<file path="src/rtl/bcd_code_editor.sv">
// bcd_code_editor: owns the 8-digit BCD lock code and edits it from four
// push-buttons with press detection, hold auto-repeat and synchronous clear.
module bcd_code_editor #(
  parameter logic [31:0] REPEAT_DELAY = 32'd25_000_000,
  parameter logic [31:0] REPEAT_RATE  = 32'd5_000_000,
  parameter int          CNT_W        = 26
) (
  input  logic       clk,
  input  logic       reset_n,
  input  logic [2:0] state,
  input  logic       btn_up,
  input  logic       btn_down,
  input  logic       btn_left,
  input  logic       btn_right,
  input  logic       clear,
  output logic [3:0] digit1,
  output logic [3:0] digit2,
  output logic [3:0] digit3,
  output logic [3:0] digit4,
  output logic [3:0] digit5,
  output logic [3:0] digit6,
  output logic [3:0] digit7,
  output logic [3:0] digit8,
  output logic [2:0] position_pointer,
  output logic       edit_pulse
);

  localparam logic [CNT_W-1:0] DLY_LAST =
    CNT_W'(REPEAT_DELAY - 32'd1);
  localparam logic [CNT_W-1:0] RATE_LAST =
    CNT_W'(REPEAT_RATE - 32'd1);

  // button vector bit order: {right, left, down, up}
  logic [3:0]       sync1_q, sync1_d;
  logic [3:0]       sync2_q, sync2_d;
  logic [3:0]       prev_q, prev_d;
  logic [CNT_W-1:0] cnt_q, cnt_d;
  logic             phase_q, phase_d;
  logic [7:0][3:0]  digits_q, digits_d;
  logic [2:0]       ptr_q, ptr_d;
  logic             edit_q, edit_d;

  logic [3:0] press;
  logic [3:0] evt;
  logic       rep;
  logic       one_held;
  logic       en;
  logic       do_up, do_dn, do_lt, do_rt;
  logic [3:0] cur;

  always_comb begin
    sync1_d  = {btn_right, btn_left, btn_down, btn_up};
    sync2_d  = sync1_q;
    prev_d   = sync2_q;
    press    = sync2_q & ~prev_q;
    one_held = $onehot(sync2_q);
    rep      = 1'b0;
    cnt_d    = cnt_q + 1'b1;
    phase_d  = phase_q;
    // phase 0 waits the initial delay, phase 1 paces repeats
    if ((sync2_q != prev_q) || !one_held) begin
      cnt_d   = '0;
      phase_d = 1'b0;
    end else if (!phase_q && (cnt_q == DLY_LAST)) begin
      rep     = 1'b1;
      cnt_d   = '0;
      phase_d = 1'b1;
    end else if (phase_q && (cnt_q == RATE_LAST)) begin
      rep     = 1'b1;
      cnt_d   = '0;
    end

    evt = press | (rep ? sync2_q : 4'b0000);
    en  = (state == 3'd0) || (state == 3'd1) ||
          (state == 3'd3);

    do_up = en & evt[0] & ~evt[1];
    do_dn = en & evt[1] & ~evt[0];
    do_lt = en & evt[2] & ~evt[3];
    do_rt = en & evt[3] & ~evt[2];

    cur      = digits_q[ptr_q];
    digits_d = digits_q;
    ptr_d    = ptr_q;

    if (clear) begin
      digits_d = '0;
      ptr_d    = 3'd0;
    end else begin
      if (do_up)
        digits_d[ptr_q] = (cur == 4'd9) ? 4'd0 : cur + 4'd1;
      else if (do_dn)
        digits_d[ptr_q] = (cur == 4'd0) ? 4'd9 : cur - 4'd1;
      if (do_lt)
        ptr_d = ptr_q + 3'd1;
      else if (do_rt)
        ptr_d = ptr_q - 3'd1;
    end

    edit_d = (digits_d != digits_q) || (ptr_d != ptr_q);
  end

  always_ff @(posedge clk) begin
    if (!reset_n) begin
      sync1_q  <= '0;
      sync2_q  <= '0;
      prev_q   <= '0;
      cnt_q    <= '0;
      phase_q  <= 1'b0;
      digits_q <= '0;
      ptr_q    <= 3'd0;
      edit_q   <= 1'b0;
    end else begin
      sync1_q  <= sync1_d;
      sync2_q  <= sync2_d;
      prev_q   <= prev_d;
      cnt_q    <= cnt_d;
      phase_q  <= phase_d;
      digits_q <= digits_d;
      ptr_q    <= ptr_d;
      edit_q   <= edit_d;
    end
  end

  assign digit1           = digits_q[0];
  assign digit2           = digits_q[1];
  assign digit3           = digits_q[2];
  assign digit4           = digits_q[3];
  assign digit5           = digits_q[4];
  assign digit6           = digits_q[5];
  assign digit7           = digits_q[6];
  assign digit8           = digits_q[7];
  assign position_pointer = ptr_q;
  assign edit_pulse       = edit_q;

endmodule

</file>
<file path="config.mk">
export PLATFORM = sky130hd
export DESIGN_NAME = bcd_code_editor
export DESIGN_NICKNAME = d
export VERILOG_FILES = /design/src/rtl/bcd_code_editor.sv
export SDC_FILE = /design/constraint.sdc
export NUM_CORES = 1
export LEC_CHECK = 0
export ABC_AREA = 1
export BUFFER_PORTS_ARGS = -buffer_cell sky130_fd_sc_hd__clkbuf_2
export CORE_MARGIN = 3
export CORE_UTILIZATION = 50
export DETAILED_ROUTE_END_ITERATION = 8
export PLACE_DENSITY = 0.76
export SLEW_MARGIN = 0
export SYNTH_ARGS = -nofsm -noshare
export SYNTH_HDL_FRONTEND = slang
export SYNTH_SLANG_ARGS = --single-unit
</file>
<file path="constraint.sdc">
create_clock -name clk -period 3.59 [get_ports clk]
set_input_delay 0.718 -clock clk [delete_from_list [all_inputs] [get_ports clk]]
set_output_delay 0.718 -clock clk [all_outputs]
set_load 0.02 [all_outputs]
</file>
==> run summary, run 1 <==
outcome: complete, but fails checks
failing checks: setup timing
FMAX: 278 MHz
diodes inserted: 0
fin cells: 1180
Die H: 111 microns
Netlist cell types: 39
Max-cap violations: 0
fin crit share: 1.00
area delta synth->final: 21.7%
I/O pin cnt: 46
Post-synth EDFFs: 0
kind of critical path: reg2reg
H-Tree Depth: 3
Power, Total: 0.00179 W
DRT iter0 DRCs: 778
VDD IR max: 0.196 mV
CTS root buffer: clkbuf_8
Slew @ Worst Pin: 940 ps
Worst Skew: 11.3 ps
Commonest cells post-synth: nand2_1 (395), inv_1 (98), nor2_1 (94), dfxtp_1 (75), nand3_1 (72)
nets: 1062
CTS tree: done
Core ar.: 0.0106 sq mm
RSZ-0062 raised after global routing: true
post-synthesis compound-gate area fraction: 0.127
design area: 0.00673 sq mm
Syn Area/Cell: 5.70 sq um
Initial Util: 0.524
drt drc: 0
# setup viols final: 1
row count: 37
Post-Syn Area: 0.00553 sq mm
post-synthesis sequential area ratio: 0.272
antenna violations before repair: 0
Post-Route WL: 17200 microns
Final Hold Viols: 0
Synth Area in Simple Gates: 0.458
Synth Area in XOR/XNOR: 0.00634
Relative slew margins: 0.373
hold crit path type: reg2reg
largest family of logic cells by synthesized area: simple AND/OR/NAND/NOR gates
hold buffers post-CTS: 0
worst path required time: 3850 ps
Die ar.: 0.0124 sq mm
syn nets: 993
layout cells sized above 1: 0.189
TNS Setup: -7.23 ps
HPWL Detailed: 10900 microns
top_reg_cell synth: dfxtp_1
CTS sink cnt: 75
Setup WS post-layout: -7.23 ps
clock transition at the registers of the reported paths: 90 ps
arrival time worst endpoint: 3860 ps
Die Wd: 111 microns
vias in the first global route: 5474
worst skew pair latency: 380 ps
FFs w/ async S/R, synth: 0
worst-case clock buffer depth: 2
gpl congestion: 0.914
CP max FO: 5
largest net degree at the start of global routing: 37
largest area contributor in the netlist: dfxtp_1
Mapped Cells: 970
crit path from: prev_d[3]$_SDFF_PN0_
count leader, synth: nand2_1
Warnings, synthesis: 0
CP max-delay cell: fa_1
synth top area cells: dfxtp_1 (27%), nand2_1 (27%), inv_1 (6.7%)
LEAKAGE: 3.26 nW
WHS: 408 ps
Max Slew Vio Count: 0
DR vias: 6412
placed insts: 1140
CP peak stage delay: 540 ps
CP Cell Sequence: inv_2 -> fa_1 -> inv_2 -> ha_4 -> ha_4 -> nor2_4 -> nand3_2 -> nor2_4 -> buf_6 -> nand4_4 -> o21bai_4 -> nand2_2 -> nor2_4 -> buf_12 -> clkbuf_16 -> a21oi_1 -> nand2_1 -> nand2_1 -> nand2_2 -> nand3_2 -> nor2_2 -> nand2_1 -> nor2_1 -> a21oi_1
minimum clock period: 3600 ps
Adder-Cell Fraction of Synth Area: 0.0308
startpoint types: register
reg2reg start: prev_d[3]$_SDFF_PN0_
gr usage total: 0.261
placed cell area: 0.00593 sq mm
first-pass GRT wire length: 26700 microns
Port Buffers: 45
post-synthesis mux area share: 0
vias per cell: 5.43
top-area cell type share of the netlist area: 0.272
ANT nets after route: 0
Routed WL per cell: 14.5 microns
TritonCTS buffer count: 9
Synth Register Bits: 75
crit end category: register
Pre-antenna DRT Iters: 6
PD cells: 266 mW/mm^2
hold path start: sync1_q[3]$_SDFF_PN0_
grt total ovfl: 0
[power by group]
part | total, W | leakage [nW] | switching, W | internal (W)
clock network | 0.000618 | 0.0859 | 0.000346 | 0.000272
registers | 0.000860 | 0.609 | 0.0000135 | 0.000846
logic | 0.000313 | 2.57 | 0.000204 | 0.000109
[placed cells by master, fill, tap and decap left out, types with 2 or more instances in the layout]
| cell type | instances |
|---|---|
| nor3_2 | 3 |
| xor2_1 | 3 |
| dfxtp_2 | 3 |
| nor3b_1 | 2 |
| o211ai_1 | 3 |
| nand2_4 | 5 |
| clkbuf_16 | 7 |
| nand4_1 | 10 |
| nor2_4 | 5 |
| a21oi_2 | 8 |
| nand3_1 | 61 |
| nor2_1 | 86 |
| nand3_2 | 12 |
| clkbuf_8 | 10 |
| a21boi_0 | 3 |
| dfxtp_1 | 72 |
| ha_4 | 2 |
| o21ai_0 | 50 |
| clkinv_1 | 3 |
| a21oi_1 | 46 |
| inv_1 | 93 |
| ha_1 | 10 |
| nor3_1 | 10 |
| a31oi_1 | 3 |
| buf_12 | 7 |
| o21a_1 | 5 |
| clkbuf_2 | 45 |
| nor2_2 | 10 |
| nand2_2 | 27 |
| nand2_1 | 366 |
| clkinvlp_4 | 2 |
| buf_6 | 2 |
| inv_2 | 15 |
| o21ai_1 | 9 |
| buf_4 | 24 |
| nand3b_1 | 6 |
[flip-flops by register name, summed over array words and instances (netlist names)]
signal and flops:
cnt_q 26, digit1 4, digit2 4, digit3 4
digit4 4, digit5 4, digit6 4, digit7 4
digit8 4, prev_d 4, prev_q 4, sync1_q 4
position_pointer 3, edit_pulse 1, phase_q 1
[worst max-delay path: cells and delay by family (launching register included)]
| kind | cells | cell delay [ps] |
|---|---|---|
| AO/OA/AOI/OAI | 3 | 300 |
| flip-flops | 1 | 340 |
| AND/OR/NAND/NOR | 13 | 1350 |
| buffers and inverters | 5 | 520 |
| adder cells (fa/ha/maj) | 3 | 940 |
[path summary, 6_finish.rpt]
path / cells after the start / endpoint / slack [ps]
setup / recovery: 24 / edit_pulse$_SDFF_PN0_ / -7
hold / removal: 2 / prev_d[3]$_SDFF_PN0_ / 410
setup reg to reg: 24 / edit_pulse$_SDFF_PN0_ / -7
hold reg to reg: 2 / prev_d[3]$_SDFF_PN0_ / 410
[kinds of logic (layout without fill, tap and decap cells)]
| family | after synthesis | count (layout) |
|---|---|---|
| buf+inv | 140 | 214 |
| fa+ha+maj | 13 | 13 |
| compound gates | 130 | 130 |
| simple gates | 608 | 608 |
| flops | 75 | 75 |
| xor+xnor | 4 | 4 |
[cell type report]
class                           instances  area, sq um
Tap cell                              136          170
Clock inverter                          5         37.5
Inverter                              113          434
Timing Repair Buffer                   85          743
Clock buffer                           11          141
Sequential cell                        75         1510
Multi-Input combinational cell        755         3700
Fill cell                            1006         3830
[per-layer routing]
metal | global-route usage | wire length (microns) | vias to the layer above | part of all wire
met5 | 0 | 0 | - | 0
met4 | 0.0949 | 559 | 0 | 0.033
met3 | 0.0442 | 1730 | 55 | 0.10
met2 | 0.387 | 7110 | 318 | 0.41
met1 | 0.378 | 7770 | 2821 | 0.45
li1 | - | - | 3218 | -
[what timing repair did]
item                       CTS  global route
pin swaps                    3            52
cloned                       1             8
resized for setup            5            78
setup endpoints to repair    1             1
buffers inserted             2            14
[stage by stage]
| stage | setup WS (ps) | util |
|---|---|---|
| final | -7.23 | 0.637 |
| after global routing | -117 | 0.637 |
| after CTS | 5.13 | 0.585 |
| after detailed placement | -87.2 | 0.562 |
| after global placement | 31.3 | 0.562 |
| after floorplan | 381 | - |
Power figures use the tool's default switching activity.
==> inputs of run 2 (changes only) <==
==> constraint.sdc (replaced) <==
create_clock -name clk -period 3.8 [get_ports clk]
set_input_delay 0.76 -clock clk [delete_from_list [all_inputs] [get_ports clk]]
set_output_delay 0.76 -clock clk [all_outputs]
set_load 0.02 [all_outputs]
==> run 2 against run 1 <==
Against the previous run: the flow now finishes without violations; global-route usage is 0.62 points lower; critical endpoint unchanged; setup slack improved by 250 ps; first-iteration DRC count down 21%; flip-flop and latch count unchanged; fmax up 1.1%; cell count down 1.4%.
==> run summary, run 2 (synthesis gave the netlist of run 1 again) <==
design area: 0.00634 sq mm (-5.7%)
highest metal used: met4
Multi-input gate area: 0.00351 sq mm (-5.1%)
number of flip-flops in the largest register: 26 (unchanged)
Worst Skew: 12.6 ps (+1.33 ps)
FF/Latch Area: 0.00151 sq mm (unchanged)
placed insts: 1140 (unchanged)
CTS root buffer: clkbuf_8
ANT nets after route: 0 (unchanged)
final-layout fill cell count: 1071 (+6.5%)
drt drc: 0 (unchanged)
TritonCTS buffer count: 9 (unchanged)
gr usage total: 0.254 (-0.00616)
fin cells: 1164 (-1.4%)
VDD IR max: 0.262 mV (+33%)
fin crit share: 0.936 (-0.0657)
Final Hold Viols: 0 (unchanged)
hold crit path type: reg2reg
antenna violations before repair: 0 (unchanged)
M1 WL: 7530 microns (-3.1%)
gpl congestion: 0.991 (+8.4%)
outcome: finished clean
Initial Util: 0.524 (unchanged)
vias per cell: 5.37 (-1.2%)
grt total ovfl: 0 (unchanged)
placed cell area: 0.00591 sq mm (-0.42%)
DRT iter0 DRCs: 618 (-21%)
PD cells: 268 mW/mm^2 (+0.76%)
WHS: 412 ps (+3.99 ps)
Top reg by flops: cnt_q
diodes inserted: 0 (unchanged)
FMAX: 281 MHz (+1.1%)
Die ar.: 0.0124 sq mm (unchanged)
first-pass GRT wire length: 26000 microns (-2.8%)
RSZ-0062 raised after global routing: false
Port Buffers: 45 (unchanged)
pre-CTS setup slack: 128 ps (+215 ps)
nets: 1047 (-1.4%)
worst-case clock buffer depth: 2 (unchanged)
minimum clock period: 3560 ps (-39.2 ps)
startpoint types: register
row count: 37 (unchanged)
Setup WS post-layout: 242 ps (+249 ps)
Routed WL per cell: 13.8 microns (-4.9%)
Relative slew margins: 0.381 (+0.00789)
Die H: 111 microns (unchanged)
CTS sink cnt: 75 (unchanged)
met3 routed WL: 1480 microns (-14%)
kind of critical path: reg2reg
HPWL Detailed: 11100 microns (+1.2%)
met2 WL: 6640 microns (-6.7%)
clock transition at the registers of the reported paths: 90 ps (about the same)
CTS tree: done
vias in the first global route: 5346 (-2.3%)
TNS Setup: 0 ps (+7.23 ps)
Max-cap violations: 0 (unchanged)
Die Wd: 111 microns (unchanged)
area delta synth->final: 14.8%
worst skew pair latency: 390 ps (about the same)
most common cell after layout, fill and taps aside: nand2_1
CP max FO: 15 (+10)
worst path required time: 4060 ps (+210 ps)
Pre-antenna DRT Iters: 7 (+1)
Post-Route WL: 16100 microns (-6.2%)
Core ar.: 0.0106 sq mm (unchanged)
crit end category: register
Max Slew Vio Count: 0 (unchanged)
# setup viols final: 0 (-1)
layout cells sized above 1: 0.131 (-0.0574)
largest net degree at the start of global routing: 37 (unchanged)
DR vias: 6246 (-2.6%)
arrival time worst endpoint: 3820 ps (-40 ps)
Slew @ Worst Pin: 928 ps (-11.8 ps)
I/O pin cnt: 46 (unchanged)
H-Tree Depth: 3 (unchanged)
LEAKAGE: 3.12 nW (-4.2%)
most frequent cells in the layout: nand2_1 (392), inv_1 (97), nor2_1 (90)
run 2: cell type report:
| type | count | area share |
|---|---|---|
| repair buffers | 70 | 0.0844 |
| clock inverters | 6 | 0.0105 |
| inverters | 113 | 0.0688 |
| well taps | 136 | 0.0268 |
| clock buffers | 9 | 0.0195 |
| flip-flops and latches | 75 | 0.237 |
| multi-input cells | 755 | 0.553 |
run 2: per-layer routing:
layer | vias to the layer above | global-route usage
met2 | 280 | 0.372
met4 | 0 | 0.104
met5 | - | 0
met1 | 2734 | 0.367
li1 | 3187 | -
met3 | 45 | 0.0480
run 2: final timing paths:
check                         from                    end  slack [ps]  depth (start not counted)
min          sync1_q[0]$_SDFF_PN0_   prev_d[0]$_SDFF_PN0_         410                          2
max reg2reg   prev_d[0]$_SDFF_PN0_  edit_pulse$_SDFF_PN0_         240                         23
min reg2reg  sync1_q[0]$_SDFF_PN0_   prev_d[0]$_SDFF_PN0_         410                          2
max           prev_d[0]$_SDFF_PN0_  edit_pulse$_SDFF_PN0_         240                         23
run 2: through the flow:
step	util	power [W]
global placement	0.560	0.00106
detailed placement	0.560	0.00107
floorplan	-	0.00100
finish	0.601	0.00170
global route	0.601	0.00178
CTS	0.578	0.00169
run 2: report_power, final:
| part | internal [W] | switching (W) |
|---|---|---|
| clock network | 0.000302 | 0.000329 |
| logic | 0.0000842 | 0.000174 |
| registers | 0.000800 | 0.0000129 |
| total | 0.00119 | 0.000516 |
run 2: critical path: stages (launching register included):
cell and delay, ps:
dfxtp_2 370, inv_4 50, fa_1 530, inv_1 50, ha_2 180, ha_4 230
nor2_1 80, nand3_1 90, nor2_2 170, nand4_2 140, o21bai_4 200, nand2_2 80
nor2_4 180, buf_12 130, buf_12 140, a21oi_1 90, nand2_1 140, nand2_1 50
nand2_1 60, nand3_1 100, nor2_1 150, nand2_1 70, nor2_1 90, a21oi_1 60
run 2: timing repair:
action / in CTS / in global routing
resized for setup: 0 / 33
setup endpoints to repair: 0 / 1
setup buffers: 0 / 5
hold buffers: 0 / 0
==> inputs of run 3 (changes only) <==
--- a/config.mk
+++ b/config.mk
@@ -6,11 +6,13 @@
 export NUM_CORES = 1
 export LEC_CHECK = 0
 export ABC_AREA = 1
-export BUFFER_PORTS_ARGS = -buffer_cell sky130_fd_sc_hd__clkbuf_2
+export CORE_ASPECT_RATIO = 0.5
 export CORE_MARGIN = 3
 export CORE_UTILIZATION = 50
 export DETAILED_ROUTE_END_ITERATION = 8
-export PLACE_DENSITY = 0.76
+export DONT_BUFFER_PORTS = 1
+export PLACE_DENSITY = 0.72
+export RECOVER_POWER = 50
 export SLEW_MARGIN = 0
 export SYNTH_ARGS = -nofsm -noshare
 export SYNTH_HDL_FRONTEND = slang
==> run 3 against run 2 <==
Against the previous run: flip-flop and latch count did not move; core utilization fell by 1.6 points; setup slack got worse by 73 ps; final area fell by 3.4%; global-route usage rose by 0.62 points; clock power rose by 51%; register-to-register slack got worse by 70 ps; total power rose by 17%; cell count fell by 4.0%; combinational power fell by 14%; non-clock buffer count fell by 52; fmax fell by 2.0%.
==> run summary, run 3 (synthesis gave the netlist of run 1 again) <==
vias in the first global route: 5453 (+2.0%)
worst path required time: 4010 ps (-50 ps)
HPWL Detailed: 11000 microns (-0.31%)
area delta synth->final: 10.9%
CP max-delay cell: fa_1
Port Buffers: 0 (-100%)
CP peak stage delay: 530 ps (about the same)
TNS Setup: 0 ps (unchanged)
Die H: 80.3 microns (-28%)
placed cell area: 0.00564 sq mm (-4.5%)
DRT iter0 DRCs: 541 (-12%)
number of flip-flops in the largest register: 26 (unchanged)
RSZ-0062 raised after global routing: true
CP Cell Sequence: inv_2 -> fa_1 -> inv_1 -> ha_1 -> ha_1 -> nor2_1 -> nand3_1 -> nor2_4 -> nand4_4 -> o21bai_4 -> nand2_2 -> nor2_4 -> buf_6 -> buf_12 -> buf_4 -> a21oi_1 -> nand2_1 -> nand2_1 -> nand2_1 -> nand3_1 -> nor2_1 -> nand2_1 -> nor2_1 -> a21oi_1
Final Hold Viols: 0 (unchanged)
hold buffers post-CTS: 0 (unchanged)
Max-cap violations: 0 (unchanged)
row count: 26 (-30%)
gpl congestion: 0.960 (-3.1%)
CTS sink cnt: 75 (unchanged)
# setup viols final: 0 (unchanged)
Initial Util: 0.528 (+0.00400)
fin crit share: 0.955 (+0.0192)
most common cell after layout, fill and taps aside: nand2_1
diodes inserted: 0 (unchanged)
clock transition at the registers of the reported paths: 60 ps (-30 ps)
startpoint types: register
Setup WS post-layout: 169 ps (-72.8 ps)
nets: 996 (-4.9%)
placed insts: 1093 (-4.1%)
Worst path top cell family by delay: simple AND/OR/NAND/NOR gates
crit end category: register
first-pass GRT wire length: 26300 microns (+1.1%)
ANT nets after route: 0 (unchanged)
hold crit path type: reg2reg
H-Tree Depth: 3 (unchanged)
worst-case clock buffer depth: 2 (unchanged)
WHS: 412 ps (-0.299 ps)
PD cells: 326 mW/mm^2 (+22%)
Routed WL per cell: 14.2 microns (+3.0%)
I/O pin cnt: 46 (unchanged)
design area: 0.00613 sq mm (-3.4%)
outcome: finished clean
CTS root buffer: clkbuf_16
worst skew pair latency: 350 ps (-40 ps)
FMAX: 275 MHz (-2.0%)
grt total ovfl: 0 (unchanged)
gr usage total: 0.261 (+0.00624)
Worst Skew: 6.73 ps (-5.91 ps)
Pre-antenna DRT Iters: 5 (-2)
minimum clock period: 3630 ps (+72.8 ps)
layout cells sized above 1: 0.0768 (-0.0546)
Die Wd: 155 microns (+39%)
arrival time worst endpoint: 3840 ps (+20 ps)
most frequent cell on the critical path: nand2_1
drt drc: 0 (unchanged)
CTS tree: done
sum of buffers and inverters on the critical path: 5 (+1)
antenna violations before repair: 0 (unchanged)
LEAKAGE: 2.93 nW (-6.1%)
Max Slew Vio Count: 0 (unchanged)
largest net degree at the start of global routing: 38 (+2.7%)
Slew @ Worst Pin: 878 ps (-49.7 ps)
vias per cell: 5.40 (+0.60%)
Post-Route WL: 15900 microns (-1.1%)
Top reg by flops: cnt_q
TritonCTS buffer count: 9 (unchanged)
kind of critical path: reg2reg
fin cells: 1117 (-4.0%)
VDD IR max: 0.200 mV (-24%)
CP max FO: 14 (-1)
Relative slew margins: 0.410 (+0.0286)
Core ar.: 0.0105 sq mm (-0.76%)
most frequent cells in the layout: nand2_1 (394), inv_1 (97), nor2_1 (89)
pre-CTS setup slack: 50.4 ps (-77.1 ps)
Die ar.: 0.0124 sq mm (+0.62%)
DR vias: 6030 (-3.5%)
[run 3: changes by cell type in the layout (fill, tap and decap cells not counted), moves of 3 or more]
| cell | delta |
|---|---|
| clkbuf_8 | -8 |
| clkbuf_2 | -45 |
| buf_4 | -4 |
| a21oi_1 | +3 |
| clkbuf_16 | +6 |
| a21oi_2 | -3 |
[run 3: where the power goes]
| part | switching, W | internal (W) |
|---|---|---|
| Combinational | 0.000151 | 0.0000726 |
| Sequential | 0.0000227 | 0.000801 |
| Clock | 0.000358 | 0.000594 |
| Total | 0.000532 | 0.00147 |
[run 3: cell type report]
type                            instances  area [sq um]
Fill cell                            1077          4340
Multi-Input combinational cell        755          3470
Sequential cell                        75          1500
Inverter                              113           439
Clock buffer                           10           239
Timing Repair Buffer                   18           205
Tap cell                              140           175
Clock inverter                          5          85.1
Timing Repair inverter                  1          8.76
[run 3: worst paths after layout]
| check | cells after the start | startpoint | endpoint | slack (ps) |
|---|---|---|---|---|
| worst max-delay path | 24 | prev_d[0]$_SDFF_PN0_ | edit_pulse$_SDFF_PN0_ | 170 |
| worst min-delay path | 2 | sync1_q[2]$_SDFF_PN0_ | prev_d[2]$_SDFF_PN0_ | 410 |
| worst max register to register | 24 | prev_d[0]$_SDFF_PN0_ | edit_pulse$_SDFF_PN0_ | 170 |
| worst min register to register | 2 | sync1_q[2]$_SDFF_PN0_ | prev_d[2]$_SDFF_PN0_ | 410 |
[run 3: timing repair]
action	CTS	global route
resized for setup	2	23
endpoints found under the setup margin	1	1
pin swaps	0	13
buffers inserted	0	8
cloned	0	1
endpoints found under the hold margin	0	0
[run 3: routing by layer]
| layer | wire length [microns] | global-route usage | vias to the layer above | share of wire |
|---|---|---|---|---|
| met1 | 7210 | 0.339 | 2722 | 0.45 |
| li1 | - | - | 3068 | - |
| met3 | 1380 | 0.0662 | 29 | 0.087 |
| met5 | 0 | 0 | - | 0 |
| met4 | 301 | 0.0775 | 0 | 0.019 |
| met2 | 7030 | 0.430 | 211 | 0.44 |
[run 3: through the flow]
stage           util  power (W)
3_3_place_gp   0.538    0.00104
4_1_cts        0.570    0.00200
6_report       0.585    0.00200
2_1_floorplan      -    0.00100
3_5_place_dp   0.538    0.00105
5_1_grt        0.585    0.00208
[run 3: worst register-to-register path: cells and delay by family, from the launching register on]
kind | cells | cell delay, ps
compound gates | 3 | 300
flops | 1 | 340
simple gates | 13 | 1380
fa+ha+maj | 3 | 960
buf+inv | 5 | 510
